===== src/rtl/alu_pkg.sv =====
// Shared definitions for the sequential ALU: opcode encodings and FSM state constants.
package alu_pkg;

    typedef enum logic [2:0] {
        OP_ADD  = 3'b000,
        OP_XOR  = 3'b001,
        OP_NAND = 3'b010,
        OP_SUB  = 3'b011,
        OP_MUL  = 3'b100,
        OP_ACC  = 3'b101,
        OP_LDA  = 3'b110,
        OP_ILL  = 3'b111
    } opcode_e;

    typedef logic [0:0] state_t;

    localparam state_t IDLE = 1'b0;
    localparam state_t BUSY = 1'b1;

endpackage


===== src/rtl/alu_mul_seq.sv =====
// Shift-add multiplier core: one partial-product step per clock, WIDTH steps per product.
module alu_mul_seq
    import alu_pkg::*;
#(
    parameter  int WIDTH = 8,
    localparam int CNT_W = $clog2(WIDTH) + 1
) (
    input  logic                 clk,
    input  logic                 rst,
    input  logic                 start,
    input  logic [WIDTH-1:0]     a,
    input  logic [WIDTH-1:0]     b,
    output logic                 done,
    output logic [2*WIDTH-1:0]   product
);

    logic [2*WIDTH-1:0] mcand;
    logic [2*WIDTH-1:0] partial;
    logic [2*WIDTH-1:0] addend;
    logic [WIDTH-1:0]   mplier;
    logic [CNT_W-1:0]   cnt;

    // product is the running sum including the current step, so it is final when done is high
    assign addend  = mplier[0] ? mcand : '0;
    assign product = partial + addend;
    assign done    = (cnt == CNT_W'(1));

    always_ff @(posedge clk or posedge rst) begin
        if (rst) begin
            mcand   <= '0;
            partial <= '0;
            mplier  <= '0;
            cnt     <= '0;
        end else if (start) begin
            mcand   <= {{WIDTH{1'b0}}, a};
            partial <= '0;
            mplier  <= b;
            cnt     <= CNT_W'(WIDTH);
        end else if (cnt != '0) begin
            partial <= product;
            mcand   <= mcand << 1;
            mplier  <= mplier >> 1;
            cnt     <= cnt - CNT_W'(1);
        end
    end

endmodule


===== src/rtl/alu_seq.sv =====
// Sequential ALU with valid/ready handshakes, accumulator, flags and a multi-cycle multiplier.
//   state | meaning
//   IDLE  | accepting operands; single-cycle ops complete here
//   BUSY  | multiply in progress, input stalled
module alu_seq
    import alu_pkg::*;
#(
    parameter int WIDTH = 8
) (
    input  logic             clk,
    input  logic             rst,
    input  logic             in_valid,
    output logic             in_ready,
    input  logic [2:0]       opcode,
    input  logic [WIDTH-1:0] a,
    input  logic [WIDTH-1:0] b,
    output logic             out_valid,
    input  logic             out_ready,
    output logic [WIDTH-1:0] out,
    output logic             carry,
    output logic             zero,
    output logic             err
);

    state_t             state;
    logic [WIDTH-1:0]   acc;
    logic               in_accept;
    logic               mul_start;
    logic               mul_done;
    logic [2*WIDTH-1:0] mul_product;
    logic [WIDTH:0]     sum_ab;
    logic [WIDTH:0]     diff_ab;
    logic [WIDTH:0]     sum_acc;
    logic [WIDTH-1:0]   res_out;
    logic               res_carry;
    logic               res_err;

    assign in_ready  = !rst && (state == IDLE) && (!out_valid || out_ready);
    assign in_accept = in_valid && in_ready;
    assign mul_start = in_accept && (opcode == OP_MUL);

    // the extra top bit of the difference is the borrow
    assign sum_ab  = {1'b0, a} + {1'b0, b};
    assign diff_ab = {1'b0, a} - {1'b0, b};
    assign sum_acc = {1'b0, acc} + {1'b0, a};

    always_comb begin
        res_out   = '0;
        res_carry = 1'b0;
        res_err   = 1'b0;
        case (opcode)
            OP_ADD:  {res_carry, res_out} = sum_ab;
            OP_XOR:  res_out = a ^ b;
            OP_NAND: res_out = ~(a & b);
            OP_SUB:  {res_carry, res_out} = diff_ab;
            OP_ACC:  {res_carry, res_out} = sum_acc;
            OP_LDA:  res_out = a;
            OP_MUL:  res_out = '0;
            default: res_err = 1'b1;
        endcase
    end

    alu_mul_seq #(.WIDTH(WIDTH)) u_mul (
        .clk     (clk),
        .rst     (rst),
        .start   (mul_start),
        .a       (a),
        .b       (b),
        .done    (mul_done),
        .product (mul_product)
    );

    always_ff @(posedge clk or posedge rst) begin
        if (rst) begin
            state     <= IDLE;
            acc       <= '0;
            out       <= '0;
            carry     <= 1'b0;
            zero      <= 1'b0;
            err       <= 1'b0;
            out_valid <= 1'b0;
        end else begin
            if (out_valid && out_ready) begin
                out_valid <= 1'b0;
            end
            if (state == IDLE) begin
                if (mul_start) begin
                    state <= BUSY;
                end else if (in_accept) begin
                    out       <= res_out;
                    carry     <= res_carry;
                    zero      <= (res_out == '0);
                    err       <= res_err;
                    out_valid <= 1'b1;
                    if (opcode == OP_ACC) begin
                        acc <= sum_acc[WIDTH-1:0];
                    end else if (opcode == OP_LDA) begin
                        acc <= a;
                    end
                end
            end else if (mul_done) begin
                out       <= mul_product[WIDTH-1:0];
                carry     <= |mul_product[2*WIDTH-1:WIDTH];
                zero      <= (mul_product[WIDTH-1:0] == '0);
                err       <= 1'b0;
                out_valid <= 1'b1;
                state     <= IDLE;
            end
        end
    end

endmodule

===== config.mk =====
export PLATFORM = sky130hd
export DESIGN_NAME = alu_seq
export DESIGN_NICKNAME = d
export VERILOG_FILES = /design/src/rtl/alu_pkg.sv /design/src/rtl/alu_mul_seq.sv /design/src/rtl/alu_seq.sv
export SDC_FILE = /design/constraint.sdc
export NUM_CORES = 1
export LEC_CHECK = 0
export CAP_MARGIN = 20
export CORE_MARGIN = 10
export CORE_UTILIZATION = 55
export DETAILED_ROUTE_END_ITERATION = 6
export MAX_ROUTING_LAYER = met4
export PLACE_DENSITY = 0.8
export SLEW_MARGIN = 20
export SYNTH_ARGS = -nofsm -noshare
export SYNTH_HDL_FRONTEND = slang
export SYNTH_SLANG_ARGS = --single-unit

===== constraint.sdc =====
create_clock -name clk -period 7.1 [get_ports clk]
set_input_delay 2.13 -clock clk [delete_from_list [all_inputs] [get_ports clk]]
set_output_delay 2.13 -clock clk [all_outputs]
set_load 0.05 [all_outputs]

Yosys cells after proc, flatten, opt, wreduce, memory -nomap -nowiden
Cells that the tools add are included.
Operators by class
  $add $sub $neg: 5
  multipliers: 0
  div/mod/pow operators: 0
  order comparisons: 0
  equal/unequal tests: 9
  shift operators: 0
  muxes and demuxes: 38
  bitwise logic cells: 5
  reduce and logical (&&, ||, !) cells: 19
Operator list (number)
  16-bit two-way mux: 5
  8-bit two-way mux: 8
  8-bit case mux with 6 select lines: 1
  1-bit two-way mux: 21
  8-bit by 8-bit adder with 9-bit output: 2
  16-bit adder: 1
  8-bit zero test: 2
  3-bit equality test, second input constant: 3
  8-bit by 8-bit subtractor with 9-bit output: 1
  8-bit AND: 1
  4-bit two-way mux: 2
  8-bit inverter: 1
  8-bit OR reduction: 1
  8-bit XOR: 1
  7-bit OR reduction: 1
  3-bit by 2-bit equality test with 1-bit output, second input constant: 2
  2-bit nonzero test: 3
  1-bit logical AND: 5
  4-bit by 1-bit equality test with 1-bit output, second input constant: 1
  4-bit AND reduction: 1
  4-bit nonzero test: 1
  4-bit by 1-bit subtractor with 4-bit output, second input constant: 1
  3-bit by 1-bit equality test with 1-bit output, second input constant: 1
  3-bit zero test: 1
  7 further kinds: 9
Storage, ports and cells
  register bits: 65
  bits in latches: 0
  memory bits (writable): 0
  memory bits (read-only): 0
  input bits: 23
  output and inout port bits: 13
  memories kept: 0

Longest topological paths before layout
Gate-level depths: netlist of run 1.
  depth after elaboration: 7
  mapped depth: 12
  depth with buffers taken out: 12

Modules after synthesis
Synthesis of run 1 repeated with hierarchy kept, for this count alone.
Second synthesis, totals
  cell total of the unflattened synthesis: 659
  area, all modules: 5540.3 sq um
By module, submodules not included
  alu_mul_seq: instances 1, cells each 344, area an instance 2977.9 sq um, sequential area each 1101.1 sq um
  alu_seq: instances 1, cells each 315, area an instance 2562.5 sq um, sequential area each 525.5 sq um

Worst setup path before layout of run 1
Ideal clock, no wire load.
  path kind: in2out
  start point: input port out_ready
  end point: output port in_ready
  arrival: 2.694 ns
  required time: 4.970 ns
  path slack: 2.276 ns
  cell stages on the path: 2
  buffers on the path: 0
  cell sequence: nand2b_1 > and2_1
Between the ends
  longest elaborated chain between the ends: 2
RTL lines
  start, declared: line alu_seq.sv:18  | input logic out_ready,
  1-bit logical OR: line alu_seq.sv:38  | assign in_ready = !rst && (state == IDLE) && (!out_valid || out_ready);
  1-bit logical AND: line alu_seq.sv:38
  end, declared: line alu_seq.sv:13  | output logic in_ready,
No other way between the ends.

Worst setup path after layout of run 1
  start point: input port rst
  end point: output port in_ready
Between the ends
  longest elaborated chain between the ends: 3
RTL lines
  start, declared: line alu_seq.sv:11  | input logic rst,
  1-bit zero test (no line)
  1-bit logical AND (2 in series): line alu_seq.sv:38
No other way between the ends.

==> metrics, run 1 <==
Seq/Total Area, Yosys=0.327; clock root buffer=clkbuf_8; Hold Crit Class=register to register; Detail Route Antenna Nets=0; post-synth top area share=0.327; Initial Util=0.568; DRT Wirelength=12900 um; CP most frequent cell=clkdlybuf4s50_1; Setup violations, final=0; hold_buf cts=0; IR drop worst, VDD=0.151 mV; Chip Height=115 um; fin crit period=5.81 ns; run status=finished clean; final hold vios=0; fraction of registers with async set or reset after synthesis=1.00; Pleak=2.58 nW; clk buf depth=2; Netlist Area Pre-Place=4970 um^2; crit-path max cell delay=0.81 ns; post-route setup TNS=0 ns; GPL Wtd Cong=0.913; setup slack, reg-to-reg=3.75 ns; row count=34; critical path cell sequence=clkdlybuf4s50_1 > nor2_1 > and2_1 > clkdlybuf4s50_1; CTS Sinks=65; Clock Latency Late Sink=0.34 ns; Slew Limit Fails=0; die area=13200 um^2; Ys Warns=0; most common library cells after synthesis=nand2_1, nor2_1, dfrtp_1; cts repair resizes=0; First-pass DRT Iterations=5; critical path endpoint category=output pin; max-cap viol count=0; first-pass GRT wire length=21800 um; #FFs+latches synth=65; fin nets=710; Hold WS=0.522 ns; RSZ-0062 raised after global routing=false; Final WS setup=1.29 ns; postcts setup bufs=0; syn avg cell area=8.08 um^2; Setup Skew=0.0161 ns; Synth area leaders=dfrtp_1, ha_1, nand2_1; share of cells above drive strength 1=0.0435; io pins=36; area delta synth->final=12.2%; TritonCTS clock tree=built; Worst Path Max Fanout=2; Setup WS pre-CTS=1.29 ns; Vias/cell=6.07; CP max stage cell=clkdlybuf4s50_1; core area=8760 um^2; CP bufs+invs=2; vias in the first global route=4414; die extent in x=115 um; post-route clock period utilization=0.818; Ant. Diodes=0; Top delay family on crit path=buffers and inverters; via count=4556; Num CTS Buffers=9; Post-synth top flop=dfrtp_1; Startpoint Class=input port; gr usage total=0.205; number of flops mapped to enable cells by yosys=0; Synth area leader=dfrtp_1; Slew HR=0.391; Data arrival, critical path=3.68 ns; wire per inst=17.2 um; Post-route DRC=0; fmax=0.172 GHz; Mapped Cells=616; post-synth net total=686; Power Dens Cells=328 nW/um^2; Unique masters post-synth=56; DP HPWL=9390 um; WS Path Type=input port to output pin; htree depth=3; Slew @ Worst Pin=0.911 ns; Clock transition at path regs=0.07 ns; aggregate global routing overflow=0; Req. time, crit path=4.97 ns; DRT iter0 DRCs=350; initial antenna violation count=0; most numerous cell in the Yosys netlist=nand2_1; pin count of the biggest net entering global routing=66; PortBufs=35
flip-flops by register name (all words and copies together), names as in the netlist:
signal	count
carry	1
u_mul.partial	16
err	1
out_valid	1
u_mul.mcand	16
u_mul.mplier	8
state	1
out	8
zero	1
u_mul.cnt	4
acc	8
layout make-up:
class,instances,area [um^2]
Clock buffer,9,124
Fill cell,749,3180
Tap cell,108,135
Multi-Input combinational cell,491,3130
Timing Repair Buffer,40,388
Clock inverter,5,58.8
Inverter,33,124
Sequential cell,65,1630
report_power, final:
part           switching [W]  internal, W  total, W
clock network       0.000156     0.000158  0.000314
logic               0.000549     0.000361  0.000910
registers           0.000104     0.000506  0.000610
worst reg2reg max path, stage by stage (launching register included):
cell and delay (ns):
dfrtp_1 0.56, and2_1 0.24, ha_1 0.21, fa_1 0.42
a21oi_1 0.23, o211ai_1 0.20, o41ai_1 0.35, xor2_1 0.26
nand3b_1 0.12, nor3_1 0.25, nand4_1 0.13, o31a_1 0.25
per-layer routing:
metal  track usage  vias to the layer above  wire length (um)
li1              -                     2208                 -
met1         0.279                     2196              6010
met2         0.311                      140              6030
met3        0.0318                       12               751
met4        0.0520                        0               129
met5             -                        -                 0
cells by family after synthesis:
family / after synthesis / synth area share
adders and majority gates: 47 / 0.124
DFF: 65 / 0.327
muxes: 20 / 0.0407
buffers and inverters: 60 / 0.0455
AOI/OAI and AO/OA: 172 / 0.215
and+or+nand+nor: 227 / 0.203
xor gates and xnor gates: 25 / 0.0440
cells in the final DEF, fill, tap and decap left out, types with 5 or more instances in the layout:
cell and count:
nand2_1 90, nor2_1 66, dfrtp_1 65, a21oi_1 63
ha_1 43, o21ai_0 41, clkdlybuf4s50_1 35, inv_1 32
mux2i_1 18, xnor2_1 17, and2_1 16, nor3_1 15
a211oi_1 10, a21o_1 9, clkbuf_8 9, xor2_1 8
nand2b_1 7, nand3_1 6, a31oi_1 6, and3_1 5
nor2b_1 5, buf_4 5
path summary, 6_finish.rpt:
path,startpoint,end,cells past startpoint
hold reg to reg,u_mul.mcand[15]$_DFFE_PP0P_,u_mul.mcand[15]$_DFFE_PP0P_,2
setup / recovery,rst,in_ready,4
max in group asynchronous,rst,u_mul.partial[11]$_DFFE_PP0P_,3
setup reg to reg,u_mul.mplier[0]$_DFFE_PP0P_,carry$_DFFE_PP0P_,11
min in group asynchronous,rst,out_valid$_DFF_PP0_,3
hold / removal,u_mul.mcand[15]$_DFFE_PP0P_,u_mul.mcand[15]$_DFFE_PP0P_,2
through the flow:
stage / std cells / power [W] / area, um^2 / util
final: 751 / 0.00183 / 5580 / 0.637
after global routing: 751 / 0.00197 / 5580 / 0.637
after CTS: 751 / 0.00183 / 5580 / 0.637
after detailed placement: 737 / 0.00152 / 5400 / 0.616
after global placement: 737 / 0.00148 / 5400 / 0.616
after floorplan: 616 / 0.00127 / 4970 / -
Note: power is estimated with default switching activity, not from simulation.
==> run 2: changes to the inputs <==
--- a/config.mk
+++ b/config.mk
@@ -7,10 +7,10 @@
 export LEC_CHECK = 0
 export CAP_MARGIN = 20
 export CORE_MARGIN = 10
-export CORE_UTILIZATION = 55
+export CORE_UTILIZATION = 54
 export DETAILED_ROUTE_END_ITERATION = 6
 export MAX_ROUTING_LAYER = met4
-export PLACE_DENSITY = 0.8
+export PLACE_DENSITY = 0.82
 export SLEW_MARGIN = 20
 export SYNTH_ARGS = -nofsm -noshare
 export SYNTH_HDL_FRONTEND = slang
==> constraint.sdc (replaced) <==
create_clock -name clk -period 5.1 [get_ports clk]
set_input_delay 1.53 -clock clk [delete_from_list [all_inputs] [get_ports clk]]
set_output_delay 1.53 -clock clk [all_outputs]
set_load 0.05 [all_outputs]
==> run 2 against run 1 <==
Against the previous run:
- worst hold slack better by 0.0060 ns
- core utilization is 0.36 points lower
- via count is 0.57% higher
- clock skew is 0.0043 ns lower
- clock power is 42% higher
- sequential share of layout area is 0.12 points lower
- largest power group unchanged
- worst setup slack worse by 0.85 ns
==> metrics, run 2 (synthesized netlist as in run 1, its figures left out) <==
Slew @ Worst Pin=0.852 ns (-0.0586 ns); Num CTS Buffers=9 (unchanged); io pins=36 (unchanged); run status=finished clean; Data arrival, critical path=3.13 ns (-0.55 ns); WS Path Type=input port to output pin; max-cap viol count=0 (unchanged); fin nets=713 (+0.42%); row count=34 (unchanged); Setup violations, final=0 (unchanged); Initial Util=0.562 (-0.00546); R2R Path Start=u_mul.mplier[0]$_DFFE_PP0P_; Hold Crit Start=u_mul.partial[11]$_DFFE_PP0P_; Slew HR=0.430 (+0.0389); DRT Wirelength=13100 um (+1.0%); final hold vios=0 (unchanged); area taken by multi-input logic gates=3130 um^2 (unchanged); post-route clock period utilization=0.913; commonest non-fill, non-tap cell in the layout=nand2_1; Setup Skew=0.0118 ns (-0.00429 ns); pin count of the biggest net entering global routing=62 (-6.1%); fin area=5610 um^2 (+0.40%); Reg power frac=0.333 (about the same); via count=4582 (+0.57%); vias in the first global route=4462 (+1.1%); commonest non-fill, non-tap cells in the layout=nand2_1, nor2_1, dfrtp_1, a21oi_1, ha_1; post-route setup TNS=0 ns (unchanged); die extent in x=116 um (+0.76%); area delta synth->final=12.7%; Slew Limit Fails=0 (unchanged); Detail Route Antenna Nets=0 (unchanged); Hold Crit Depth=2 (unchanged); fillers=763 (+1.9%); TritonCTS clock tree=built; gr usage total=0.207 (+0.00190); First-pass DRT Iterations=6 (+1); internal power=0.00144 W (+40%); Clock transition at path regs=0.07 ns (about the same); critical path endpoint category=output pin; Largest regs=u_mul.mcand: 16 flops, u_mul.partial: 16 flops; first-pass GRT wire length=21800 um (-0.12%); GPL Wtd Cong=0.969 (+6.2%); IR drop worst, VDD=0.249 mV (+65%); R2R Path End=carry$_DFFE_PP0P_; switching power=0.00113 W (+39%); Startpoint Class=input port; Gate power share=0.493 (-0.003); Post-route DRC=0 (unchanged); Reg2Reg Depth=11 (unchanged); PortBufs=35 (unchanged); Vias/cell=6.08 (+0.17%); Post-Place Cells=740 (+0.41%); Final WS setup=0.443 ns (-0.847 ns); DRT iter0 DRCs=442 (+26%); fmax=0.215 GHz; DP HPWL=9550 um (+1.7%); clock root buffer=clkbuf_8; Power Dens Cells=458 nW/um^2 (+39%); power share of the clock group=0.174 (+0.003); Worst Path Max Fanout=2 (unchanged); initial antenna violation count=0 (unchanged); placed inst area=5420 um^2 (+0.42%); die area=13500 um^2 (+1.5%); Pleak=2.61 nW (+0.97%); aggregate global routing overflow=0 (unchanged); setup slack, reg-to-reg=1.80 ns (-1.95 ns); Req. time, crit path=3.57 ns (-1.40 ns); Reg area=1630 um^2 (unchanged); wire per inst=17.3 um (+0.62%); final core occ=0.634 (-0.00358); Ant. Diodes=0 (unchanged); htree depth=3 (unchanged); CTS Sinks=65 (unchanged); postcts setup bufs=0 (unchanged); share of cells above drive strength 1=0.0480 (+0.00444); RSZ-0062 raised after global routing=false; Clock Latency Late Sink=0.36 ns (+0.02 ns); sw frac=0.440 (-0.00167); clk buf depth=2 (unchanged); Cell Count, Final, Fillers Out=754 (+0.40%); fin crit period=4.66 ns; core area=8850 um^2 (+0.97%); hold_buf cts=0 (unchanged); Hold Crit Class=register to register; Chip Height=116 um (+0.76%); cts repair resizes=0 (unchanged); hold worst-path end=u_mul.partial[11]$_DFFE_PP0P_; Setup WS pre-CTS=0.428 ns (-0.862 ns)
## run 2: per-layer routing
metal,wire [um],track usage,vias up
met3,747,0.0346,23
li1,-,-,2208
met5,0,-,-
met4,206,0.0626,0
met2,6100,0.330,152
met1,6000,0.264,2199
## run 2: worst max path at each step
stage	from	to	depth (start not counted)
6_report	rst	in_ready	4
5_1_grt	rst	in_ready	4
4_1_cts	rst	in_ready	4
3_5_place_dp	rst	in_ready	4
3_3_place_gp	rst	in_ready	4
2_1_floorplan	out_ready	in_ready	2
## run 2: power groups by stage
stage / logic, W / clock network (W) / registers [W]
after detailed placement: 0.00126 / 0 / 0.000860
after global routing: 0.00140 / 0.000473 / 0.000879
final: 0.00127 / 0.000446 / 0.000855
after CTS: 0.00126 / 0.000448 / 0.000853
after global placement: 0.00120 / 0 / 0.000850
after floorplan: 0.000807 / 0 / 0.000957
## run 2: final cells by class
type / count / share of cell area
Multi-Input combinational cell: 491 / 0.558
Timing Repair Buffer: 43 / 0.0732
Sequential cell: 65 / 0.290
Clock buffer: 10 / 0.0245
Clock inverter: 4 / 0.00803
Inverter: 33 / 0.0221
Tap cell: 108 / 0.0241
## run 2: through the flow
step | hold slack, ns | total power (W)
after floorplan | 0.478 | 0.00176
after global placement | 0.505 | 0.00205
after detailed placement | 0.516 | 0.00212
after CTS | 0.532 | 0.00256
after global routing | 0.545 | 0.00275
final | 0.528 | 0.00257
## run 2: worst max-delay path, cell delays in order
cell and delay, ns:
clkdlybuf4s50_1 0.43, nor2_1 0.19, and2_1 0.17, clkdlybuf4s50_1 0.80
==> run 3: changes to the inputs <==
--- a/config.mk
+++ b/config.mk
@@ -7,11 +7,11 @@
 export LEC_CHECK = 0
 export CAP_MARGIN = 20
 export CORE_MARGIN = 10
-export CORE_UTILIZATION = 54
+export CORE_UTILIZATION = 55
+export CTS_CLUSTER_DIAMETER = 30
 export DETAILED_ROUTE_END_ITERATION = 6
 export MAX_ROUTING_LAYER = met4
-export PLACE_DENSITY = 0.82
-export SLEW_MARGIN = 20
+export PLACE_DENSITY = 0.8
 export SYNTH_ARGS = -nofsm -noshare
 export SYNTH_HDL_FRONTEND = slang
 export SYNTH_SLANG_ARGS = --single-unit
==> constraint.sdc (replaced) <==
create_clock -name clk -period 4.6 [get_ports clk]
set_input_delay 1.38 -clock clk [delete_from_list [all_inputs] [get_ports clk]]
set_output_delay 1.38 -clock clk [all_outputs]
set_load 0.05 [all_outputs]
==> run 3 against run 2 <==
Against the previous run:
- cell area rose by 1.1%
- sequential power grew 11%
- combinational power increased by 11%
- die area down 1.5%
- clock-buffer cell count grew 3
- worst hold slack better by 0.0011 ns
- global-route usage up 0.21 points
- clock skew rose by 0.0015 ns
- critical path depth increased by 6
- flip-flop and latch count is the same
- largest power group unchanged
==> metrics, run 3 (synthesized netlist as in run 1, its figures left out) <==
run status=finished clean; post-route clock period utilization=0.877; GPL Wtd Cong=0.927 (-4.4%); DRT iter0 DRCs=435 (-1.6%); die extent in x=115 um (-0.75%); commonest non-fill, non-tap cell in the layout=nand2_1; First-pass DRT Iterations=5 (-1); core area=8760 um^2 (-0.96%); io pins=36 (unchanged); Req. time, crit path=4.87 ns (+1.30 ns); wire per inst=17.2 um (-0.42%); postcts setup bufs=0 (unchanged); crit-path max cell delay=0.74 ns (-0.06 ns); row count=34 (unchanged); htree depth=3 (unchanged); Clock transition at path regs=0.07 ns (about the same); Ant. Diodes=0 (unchanged); final hold vios=0 (unchanged); Num CTS Buffers=9 (unchanged); TritonCTS clock tree=built; Pleak=2.64 nW (+1.2%); pin count of the biggest net entering global routing=62 (unchanged); critical path cell sequence=clkdlybuf4s50_1 > ha_1 > a21o_1 > a211o_1 > a2111oi_1 > nor3_1 > nand3b_1 > o2111a_1 > mux2_2 > a21oi_1; fin crit period=4.03 ns; Vias/cell=5.99 (-1.4%); WS Path Type=input port to register; DRT Wirelength=13100 um (+0.51%); CTS Sinks=65 (unchanged); Detail Route Antenna Nets=0 (unchanged); fin nets=718 (+0.70%); Worst Path Max Fanout=9 (+7); die area=13200 um^2 (-1.5%); vias in the first global route=4519 (+1.3%); gr usage total=0.209 (+0.00208); clock root buffer=clkbuf_8; Hold Crit Class=register to register; Power Dens Cells=504 nW/um^2 (+10%); Largest regs=u_mul.mcand: 16 flops, u_mul.partial: 16 flops; CP max stage cell=clkdlybuf4s50_1; DP HPWL=9730 um (+1.9%); first-pass GRT wire length=22100 um (+1.6%); aggregate global routing overflow=0 (unchanged); Initial Util=0.568 (+0.00546); max-cap viol count=0 (unchanged); hold_buf cts=0 (unchanged); Setup Skew=0.0133 ns (+0.00146 ns); critical path endpoint category=register; via count=4558 (-0.52%); Hold WS=0.529 ns (+0.00106 ns); post-route setup TNS=0 ns (unchanged); clk buf depth=2 (unchanged); Slew Limit Fails=0 (unchanged); share of cells above drive strength 1=0.0536 (+0.00561); initial antenna violation count=0 (unchanged); Chip Height=115 um (-0.75%); Clock Latency Late Sink=0.35 ns (about the same); commonest non-fill, non-tap cells in the layout=nand2_1, nor2_1, dfrtp_1, a21oi_1, ha_1; Data arrival, critical path=4.30 ns (+1.17 ns); Setup violations, final=0 (unchanged); PortBufs=35 (unchanged); fmax=0.248 GHz; Slew HR=0.498 (+0.0679); Startpoint Class=input port; setup slack, reg-to-reg=1.31 ns (-0.49 ns); IR drop worst, VDD=0.239 mV (-3.9%); Slew @ Worst Pin=0.752 ns (-0.0997 ns); Post-route DRC=0 (unchanged); area delta synth->final=13.9%; RSZ-0062 raised after global routing=false; cts repair resizes=0 (unchanged)
## run 3: final cells by class
class / instances / area [um^2]
timing repair buffer: 48 / 465
fill: 765 / 3100
tap: 108 / 135
clock buffer: 13 / 149
sequential: 65 / 1630
inverter: 33 / 124
clock inverter: 3 / 40.0
multi-input combinational: 491 / 3130
## run 3: where the power goes
group | leakage, nW | internal [W] | switching, W
Sequential | 0.831 | 0.000781 | 0.000167
Combinational | 1.71 | 0.000572 | 0.000839
Clock | 0.0974 | 0.000265 | 0.000233
## run 3: per-layer routing
metal	vias to the layer above	part of all wire	wire [um]	global-route usage
met4	0	0.017	223	0.0627
met1	2149	0.46	6080	0.270
met2	158	0.46	6100	0.331
met5	-	0	0	-
li1	2221	-	-	-
met3	30	0.055	723	0.0302
## run 3: worst max-delay path, delay by kind of cell
| family | cells | cell delay (ns) |
|---|---|---|
| AO/OA/AOI/OAI | 5 | 1.31 |
| adder cells (fa/ha/maj) | 1 | 0.31 |
| buffers and inverters | 1 | 0.74 |
| multiplexers | 1 | 0.26 |
| AND/OR/NAND/NOR | 2 | 0.31 |
## run 3: path summary, 6_finish.rpt
kind	from	endpoint	cells past startpoint
min reg2reg	u_mul.partial[7]$_DFFE_PP0P_	u_mul.partial[7]$_DFFE_PP0P_	2
max in group asynchronous	rst	u_mul.partial[5]$_DFFE_PP0P_	3
min	u_mul.partial[7]$_DFFE_PP0P_	u_mul.partial[7]$_DFFE_PP0P_	2
min in group asynchronous	rst	err$_DFFE_PP0P_	2
max reg2reg	u_mul.mplier[0]$_DFFE_PP0P_	carry$_DFFE_PP0P_	11
max	a[1]	out[7]$_DFFE_PP0P_	10
## run 3: through the flow
| step | total power [W] | worst slack [ns] | cells | area (um^2) | util |
|---|---|---|---|---|---|
| 2_1_floorplan | 0.00196 | 1.19 | 616 | 4970 | - |
| 5_1_grt | 0.00307 | 0.342 | 761 | 5670 | 0.647 |
| 6_report | 0.00286 | 0.566 | 761 | 5670 | 0.647 |
| 3_3_place_gp | 0.00228 | 0.327 | 744 | 5450 | 0.622 |
| 4_1_cts | 0.00284 | 0.571 | 760 | 5640 | 0.643 |
| 3_5_place_dp | 0.00233 | 0.210 | 744 | 5450 | 0.622 |
